`src/rtl/matrix_feeder.sv`:
```
// Host-to-core sequencer: streams matrices A then B into the multiply core and forwards its results.
// Optional DIM_CHECK_EN rejects jobs whose inner dimensions disagree before any data is loaded.
module matrix_feeder (
   input  logic               clk,
   input  logic               rst,
   // host side
   input  logic               start,
   input  logic [1:0]         a_rows,
   input  logic [1:0]         a_cols,
   input  logic [1:0]         b_rows,
   input  logic [1:0]         b_cols,
   input  logic signed [7:0]  host_data,
   input  logic               host_valid,
   output logic               host_ready,
   // core drive
   output logic [7:0]         in_data,
   output logic               next_matrix,
   output logic               can_read,
   output logic               can_cao,
   output logic [1:0]         row_counter,
   output logic [1:0]         col_counter,
   // core return
   input  logic signed [19:0] core_out_data,
   input  logic               core_is_legal,
   input  logic               core_change_row,
   input  logic               core_valid,
   input  logic               core_done_cao,
   // results
   output logic signed [19:0] res_data,
   output logic               res_valid,
   output logic               res_row_end,
   output logic               res_illegal,
   output logic               busy,
   output logic               done
);

   localparam logic [2:0] S_IDLE    = 3'd0;
   localparam logic [2:0] S_LOAD_A  = 3'd1;
   localparam logic [2:0] S_LOAD_B  = 3'd2;
   localparam logic [2:0] S_FLUSH   = 3'd3;
   localparam logic [2:0] S_COMPUTE = 3'd4;

   logic [2:0]         r_state;
   logic [2:0]         w_state_next;
   logic               r_armed;

   logic [1:0]         r_a_rows;
   logic [1:0]         r_a_cols;
   logic [1:0]         r_b_rows;
   logic [1:0]         r_b_cols;
   logic [1:0]         r_row;
   logic [1:0]         r_col;
   logic [1:0]         w_row_next;
   logic [1:0]         w_col_next;
   logic [1:0]         w_row_lim;
   logic [1:0]         w_col_lim;

   logic [7:0]         r_in_data;
   logic               r_next_matrix;
   logic               r_can_read;
   logic               r_can_cao;
   logic [1:0]         r_row_counter;
   logic [1:0]         r_col_counter;
   logic signed [19:0] r_res_data;
   logic               r_res_valid;
   logic               r_res_row_end;
   logic               r_res_illegal;
   logic               r_busy;
   logic               r_done;

   logic               w_loading;
   logic               w_beat;
   logic               w_last_col;
   logic               w_last_elem;
   logic               w_start_ok;
   logic               w_dim_bad;
   logic               w_core_take;
   logic               w_cao_done;

   assign w_loading   = (r_state == S_LOAD_A) || (r_state == S_LOAD_B);
   assign w_beat      = w_loading && host_valid;
   assign w_row_lim   = (r_state == S_LOAD_B) ? r_b_rows : r_a_rows;
   assign w_col_lim   = (r_state == S_LOAD_B) ? r_b_cols : r_a_cols;
   assign w_last_col  = (r_col == w_col_lim);
   assign w_last_elem = w_last_col && (r_row == w_row_lim);
   // r_armed keeps the first edge after reset release from accepting a start
   assign w_start_ok  = (r_state == S_IDLE) && start && r_armed;
   assign w_core_take = (r_state == S_COMPUTE) && core_valid;
   // The core may only finish once it has actually been told to compute
   assign w_cao_done  = (r_state == S_COMPUTE) && r_can_cao && core_done_cao;

`ifdef DIM_CHECK_EN
   assign w_dim_bad = (a_cols != b_rows);
`else
   assign w_dim_bad = 1'b0;
`endif

   always_comb begin
      w_state_next = r_state;
      case (r_state)
         S_IDLE:    if (w_start_ok && !w_dim_bad) w_state_next = S_LOAD_A;
         S_LOAD_A:  if (w_beat && w_last_elem)    w_state_next = S_LOAD_B;
         S_LOAD_B:  if (w_beat && w_last_elem)    w_state_next = S_FLUSH;
         S_FLUSH:                                 w_state_next = S_COMPUTE;
         S_COMPUTE: if (w_cao_done)               w_state_next = S_IDLE;
         default:                                 w_state_next = S_IDLE;
      endcase
   end

   // Row-major element index; wraps to 0,0 at the end of each matrix
   always_comb begin
      w_row_next = r_row;
      w_col_next = r_col;
      if (w_start_ok) begin
         w_row_next = 2'd0;
         w_col_next = 2'd0;
      end else if (w_beat) begin
         if (w_last_col) begin
            w_col_next = 2'd0;
            w_row_next = w_last_elem ? 2'd0 : r_row + 2'd1;
         end else begin
            w_col_next = r_col + 2'd1;
         end
      end
   end

   always_ff @(posedge clk or posedge rst) begin
      if (rst) begin
         r_state       <= S_IDLE;
         r_armed       <= 1'b0;
         r_a_rows      <= 2'd0;
         r_a_cols      <= 2'd0;
         r_b_rows      <= 2'd0;
         r_b_cols      <= 2'd0;
         r_row         <= 2'd0;
         r_col         <= 2'd0;
         r_in_data     <= 8'd0;
         r_next_matrix <= 1'b0;
         r_can_read    <= 1'b0;
         r_can_cao     <= 1'b0;
         r_row_counter <= 2'd0;
         r_col_counter <= 2'd0;
         r_res_data    <= 20'sd0;
         r_res_valid   <= 1'b0;
         r_res_row_end <= 1'b0;
         r_res_illegal <= 1'b0;
         r_busy        <= 1'b0;
         r_done        <= 1'b0;
      end else begin
         r_state <= w_state_next;
         r_armed <= 1'b1;
         r_row   <= w_row_next;
         r_col   <= w_col_next;

         if (w_start_ok) begin
            r_a_rows <= a_rows;
            r_a_cols <= a_cols;
            r_b_rows <= b_rows;
            r_b_cols <= b_cols;
         end

         r_can_read <= w_beat;
         if (w_beat) begin
            r_in_data     <= host_data;
            r_next_matrix <= (r_state == S_LOAD_B);
            r_row_counter <= r_row;
            r_col_counter <= r_col;
         end

         // Keyed off the current state so FLUSH leaves one quiet cycle after the last write
         r_can_cao <= (r_state == S_COMPUTE) && !w_cao_done;
         r_busy    <= (w_state_next != S_IDLE);
         r_done    <= w_cao_done || (w_start_ok && w_dim_bad);

         r_res_valid <= w_core_take;
         if (w_core_take) begin
            r_res_data <= core_out_data;
         end
         r_res_row_end <= w_core_take && core_change_row;
         r_res_illegal <= (w_core_take && !core_is_legal) || (w_start_ok && w_dim_bad);
      end
   end

   assign host_ready  = w_loading;
   assign in_data     = r_in_data;
   assign next_matrix = r_next_matrix;
   assign can_read    = r_can_read;
   assign can_cao     = r_can_cao;
   assign row_counter = r_row_counter;
   assign col_counter = r_col_counter;
   assign res_data    = r_res_data;
   assign res_valid   = r_res_valid;
   assign res_row_end = r_res_row_end;
   assign res_illegal = r_res_illegal;
   assign busy        = r_busy;
   assign done        = r_done;

endmodule

```
`config.mk`:
```
export PLATFORM = sky130hd
export DESIGN_NAME = matrix_feeder
export DESIGN_NICKNAME = d
export VERILOG_FILES = /design/src/rtl/matrix_feeder.sv
export SDC_FILE = /design/constraint.sdc
export NUM_CORES = 1
export LEC_CHECK = 0
export CELL_PAD_IN_SITES_DETAIL_PLACEMENT = 0
export CELL_PAD_IN_SITES_GLOBAL_PLACEMENT = 1
export CORE_MARGIN = 10
export CORE_UTILIZATION = 34
export DETAILED_ROUTE_END_ITERATION = 8
export PLACE_DENSITY = 0.89
export SKIP_CTS_REPAIR_TIMING = 1
export SLEW_MARGIN = 20
export SYNTH_ARGS = -nofsm -noshare
export SYNTH_HDL_FRONTEND = slang
export SYNTH_SLANG_ARGS = --single-unit
```
`constraint.sdc`:
```
create_clock -name clk -period 2.4 [get_ports clk]
set_input_delay 0.48 -clock clk [delete_from_list [all_inputs] [get_ports clk]]
set_output_delay 0.48 -clock clk [all_outputs]
set_load 0.02 [all_outputs]
```
==> results of run 1 <==
## cell type report
class                           count  area, µm²
Tap cell                           77       96.3
Timing Repair Buffer               92        926
Multi-Input combinational cell     97        835
Clock inverter                      3       46.3
Sequential cell                    56       1400
Clock buffer                        5       68.8
Fill cell                         586       3070
Inverter                            4       15.0
## critical path, cell delays in order, from the launching register on
cell and delay (ns):
sky130_fd_sc_hd__dfrtp_1 0.42, sky130_fd_sc_hd__buf_4 0.17, sky130_fd_sc_hd__xnor2_1 0.14, sky130_fd_sc_hd__nor2_1 0.11, sky130_fd_sc_hd__clkdlybuf4s50_1 0.62
## layout by cell type (no fill, tap or decap), drive strengths merged
| cell type | synthesis | routed |
|---|---|---|
| mux2i | 5 | 5 |
| or2 | 2 | 2 |
| and4 | 1 | 1 |
| and3 | 1 | 1 |
| nand4b | 1 | 1 |
| nor4b | 1 | 1 |
| nor4bb | 1 | 1 |
| xor2 | 4 | 4 |
| mux2 | 40 | 40 |
| a221o | 1 | 1 |
| nor3b | 2 | 2 |
| nor2 | 6 | 6 |
| clkbuf | 4 | 5 |
| nand2 | 7 | 7 |
| nor4 | 1 | 1 |
| a21oi | 8 | 8 |
| bufinv | 0 | 1 |
| clkdlybuf4s50 | 0 | 84 |
| nor2b | 1 | 1 |
| and2 | 1 | 1 |
| nand3 | 1 | 1 |
| or3 | 1 | 1 |
| o21ai | 3 | 3 |
| xnor2 | 3 | 3 |
| buf | 6 | 8 |
| a31o | 2 | 2 |
| inv | 4 | 5 |
| conb | 1 | 1 |
| nor3 | 2 | 2 |
| clkinvlp | 0 | 1 |
| dfrtp | 56 | 56 |
| nand3b | 1 | 1 |
## metal layers
metal / GRT usage / wire length [µm]
met5: 0 / 0
met4: 0.0228 / 42
met1: 0.118 / 2340
met3: 0.0385 / 435
met2: 0.166 / 2450
## registers in the layout, summed over array words and instances (netlist names), 2 cells and up
signal       count
r_a_cols         2
r_row            2
in_data          8
r_col            2
r_b_cols         2
r_a_rows         2
r_b_rows         2
res_data        20
r_state          3
row_counter      2
col_counter      2
## synth_stat cells, types with 2 or more instances
master and count:
sky130_fd_sc_hd__dfrtp_1 56, sky130_fd_sc_hd__mux2_2 40, sky130_fd_sc_hd__a21oi_1 8, sky130_fd_sc_hd__nand2_1 7, sky130_fd_sc_hd__nor2_1 6, sky130_fd_sc_hd__mux2i_1 5
sky130_fd_sc_hd__clkbuf_1 4, sky130_fd_sc_hd__inv_1 4, sky130_fd_sc_hd__xor2_1 4, sky130_fd_sc_hd__buf_2 3, sky130_fd_sc_hd__o21ai_0 3, sky130_fd_sc_hd__xnor2_1 3
sky130_fd_sc_hd__a31o_2 2, sky130_fd_sc_hd__buf_6 2, sky130_fd_sc_hd__nor3_1 2, sky130_fd_sc_hd__or2_2 2
## worst max-delay path by stage
stage	to	slack [ns]
2_1_floorplan	r_row[1]$_DFFE_PP0P_	0.28
3_3_place_gp	r_row[1]$_DFFE_PP0P_	0.17
3_5_place_dp	r_row[1]$_DFFE_PP0P_	0.12
4_1_cts	host_ready	0.12
5_1_grt	host_ready	0.06
6_report	host_ready	0.15
## cells by family after synthesis
logic type,after synthesis,synth area share
other cells,1,0.00163
xor+xnor,7,0.0266
flops,56,0.608
buf+inv,14,0.0326
compound gates,14,0.0358
simple gates,30,0.0782
mux,45,0.217
## report_power, final
part           internal, mW  switching [mW]  total [mW]
logic                  1.06           0.896        1.95
registers              1.31           0.206        1.52
clock network         0.315           0.322       0.636
## stage by stage
stage                util  setup slack (ns)  area, µm²  power [mW]  instances
global route        0.525            0.0558       3390        4.39        334
detailed placement  0.507             0.121       3270        3.54        326
floorplan               -             0.275       2300        2.67        167
CTS                 0.525             0.122       3390        4.19        334
global placement    0.507             0.169       3270        3.49        326
finish              0.525             0.145       3390        4.11        334
==> flow_summary.html, run 1 <==
<table>
<tr><th>Metric</th><th>Value</th></tr>
<tr><th colspan="2">Run status</th></tr>
<tr><td>Outcome</td><td>complete, no violations</td></tr>
<tr><th colspan="2">Run</th></tr>
<tr><td>Count of max-cap constraint violations</td><td>0</td></tr>
<tr><th colspan="2">Logic synthesis</th></tr>
<tr><td>#FFs+latches synth</td><td>56</td></tr>
<tr><td>Number of standard cells after synthesis</td><td>167</td></tr>
<tr><td>Cell type contributing the most total cell area after synthesis</td><td>sky130_fd_sc_hd__dfrtp_1</td></tr>
<tr><td>Area share of the leading cell type in the synthesized netlist</td><td>0.608</td></tr>
<tr><td>Synth Flop Type</td><td>sky130_fd_sc_hd__dfrtp_1</td></tr>
<tr><td>Proportion of synthesized chip area in sequential cells</td><td>0.608</td></tr>
<tr><td>Number of synthesized flops with an enable pin</td><td>0</td></tr>
<tr><td>Mapped Area</td><td>0.00230 mm²</td></tr>
<tr><td>Leading post-synthesis cells by cell area</td><td>sky130_fd_sc_hd__dfrtp_1 (61%), sky130_fd_sc_hd__mux2_2 (20%), sky130_fd_sc_hd__mux2i_1 (2.2%)</td></tr>
<tr><td>Count of yosys warnings during synthesis</td><td>0</td></tr>
<tr><td>Mapped Nets</td><td>211</td></tr>
<tr><td>Number of library cell types mapped by synthesis</td><td>32</td></tr>
<tr><td>Ys async rst share</td><td>1.00</td></tr>
<tr><td>Syn Area/Cell</td><td>13.8 µm²</td></tr>
<tr><th colspan="2">STA</th></tr>
<tr><td>Crit path time final</td><td>2.25 ns</td></tr>
<tr><td>Setup tns final</td><td>0 ns</td></tr>
<tr><td>Maximum operating frequency</td><td>443 MHz</td></tr>
<tr><td>Final worst clock skew</td><td>0.00607 ns</td></tr>
<tr><td>Worst hold slack</td><td>0.501 ns</td></tr>
<tr><td>Endpoints failing setup</td><td>0</td></tr>
<tr><td>Setup repair after global routing missed its margin</td><td>no</td></tr>
<tr><td>Final-report hold violation count</td><td>0</td></tr>
<tr><td>Pins over their slew limit</td><td>0</td></tr>
<tr><td>Ratio of final minimum period to clock period</td><td>0.940</td></tr>
<tr><th colspan="2">Placement</th></tr>
<tr><td>Dpl hpwl</td><td>4080 µm</td></tr>
<tr><td>Last weighted congestion value of the routability-driven placer</td><td>0.744</td></tr>
<tr><td>Input/output buffers</td><td>84</td></tr>
<tr><th colspan="2">Drt</th></tr>
<tr><td>Per-cell routed wire length</td><td>15.8 µm</td></tr>
<tr><td>Initial detailed-routing violation count</td><td>10</td></tr>
<tr><td>Iteration count of the initial detailed-routing pass</td><td>4</td></tr>
<tr><td>DRC Markers</td><td>0</td></tr>
<tr><td>Antenna-violating nets left</td><td>0</td></tr>
<tr><td>Avg Vias per Cell</td><td>approximately 4.7</td></tr>
<tr><td>Routed vias</td><td>1557</td></tr>
<tr><td>Routed wire length</td><td>5270 µm</td></tr>
<tr><th colspan="2">Clock network</th></tr>
<tr><td>Later-pin clock latency in the skew report</td><td>between 0.3 and 0.4 ns</td></tr>
<tr><td>Register clock-pin slew on the reported worst setup and hold paths</td><td>~0.11 ns</td></tr>
<tr><td>CTS Buffer Depth</td><td>2</td></tr>
<tr><td>TritonCTS clock tree</td><td>done</td></tr>
<tr><td>Number of sinks handled by clock tree synthesis</td><td>56</td></tr>
<tr><td>CTS Root Cell</td><td>sky130_fd_sc_hd__clkbuf_8</td></tr>
<tr><td>H-tree lvl count</td><td>2</td></tr>
<tr><td>Number of buffers inserted during clock tree synthesis</td><td>5</td></tr>
<tr><th colspan="2">Worst hold path</th></tr>
<tr><td>Min-Delay Path Class</td><td>primary input to asynchronous set/reset pin</td></tr>
<tr><th colspan="2">GRT</th></tr>
<tr><td>Maximum number of pins on one net before global-route repair</td><td>35</td></tr>
<tr><td>Overall global routing resource usage</td><td>0.0992</td></tr>
<tr><td>Residual overflow from global routing</td><td>0</td></tr>
<tr><td>Initial antenna violation count</td><td>0</td></tr>
<tr><td>Via count of the first global-routing pass</td><td>1669</td></tr>
<tr><td>Wire length of the first global-routing pass</td><td>slightly above 8000 µm</td></tr>
<tr><th colspan="2">Finish</th></tr>
<tr><td>Net count of the finished layout</td><td>300</td></tr>
<tr><td>Ratio of cells with drive above 1 in the final layout</td><td>0.249</td></tr>
<tr><td>Number of antenna diodes</td><td>0</td></tr>
<tr><td>Area grow syn2layout</td><td>47.0%</td></tr>
<tr><th colspan="2">Floorplan</th></tr>
<tr><td>Core region area</td><td>0.00646 mm²</td></tr>
<tr><td>Starting density of the core</td><td>0.357</td></tr>
<tr><td>Die Height</td><td>102 µm</td></tr>
<tr><td>Die area</td><td>0.0105 mm²</td></tr>
<tr><td>I/O pins</td><td>85</td></tr>
<tr><td>Row Count</td><td>29</td></tr>
<tr><td>Die extent in x</td><td>between 100 and 150 µm</td></tr>
<tr><th colspan="2">Critical path</th></tr>
<tr><td>Endpoint type of the worst setup path</td><td>primary output</td></tr>
<tr><td>Data required, critical path</td><td>1.92 ns</td></tr>
<tr><td>Largest fanout of any net on the critical path</td><td>7</td></tr>
<tr><td>Start of the worst register-to-register path</td><td>r_state[2]$_DFF_PP0_</td></tr>
<tr><td>Setup slack, reg-to-reg</td><td>around 0.23 ns</td></tr>
<tr><td>Arrival time of data at the critical path endpoint</td><td>1.77 ns</td></tr>
<tr><td>Path type of the worst setup path</td><td>flop to primary output</td></tr>
<tr><td>Startpoint kind of the worst setup timing path</td><td>flop</td></tr>
<tr><td>Depth of the worst register-to-register path</td><td>6</td></tr>
<tr><td>Critical path origin</td><td>r_state[0]$_DFF_PP0_</td></tr>
<tr><td>Critical R2R Capture</td><td>r_row[1]$_DFFE_PP0P_</td></tr>
<tr><th colspan="2">Power and ir drop</th></tr>
<tr><td>P_leak</td><td>1.45 nW</td></tr>
<tr><td>Power per cell area</td><td>1210 mW/mm²</td></tr>
<tr><td>Worst vdd rail ir drop</td><td>approximately 0.53 mV</td></tr>
</table>
Power figures use the tool's default switching activity.
==> run 2: changes to the inputs <==
CTS_CLUSTER_SIZE = 8   (was not set)
==> results of run 2 <==
Same layout as run 1: the final DEF is identical, and so are final timing and power.
==> run 3: changes to the inputs <==
SKIP_LAST_GASP = 1   (was not set)
TNS_END_PERCENT = 30   (was not set)
==> results of run 3 <==
Same layout as run 1: the final DEF is identical, and so are final timing and power.
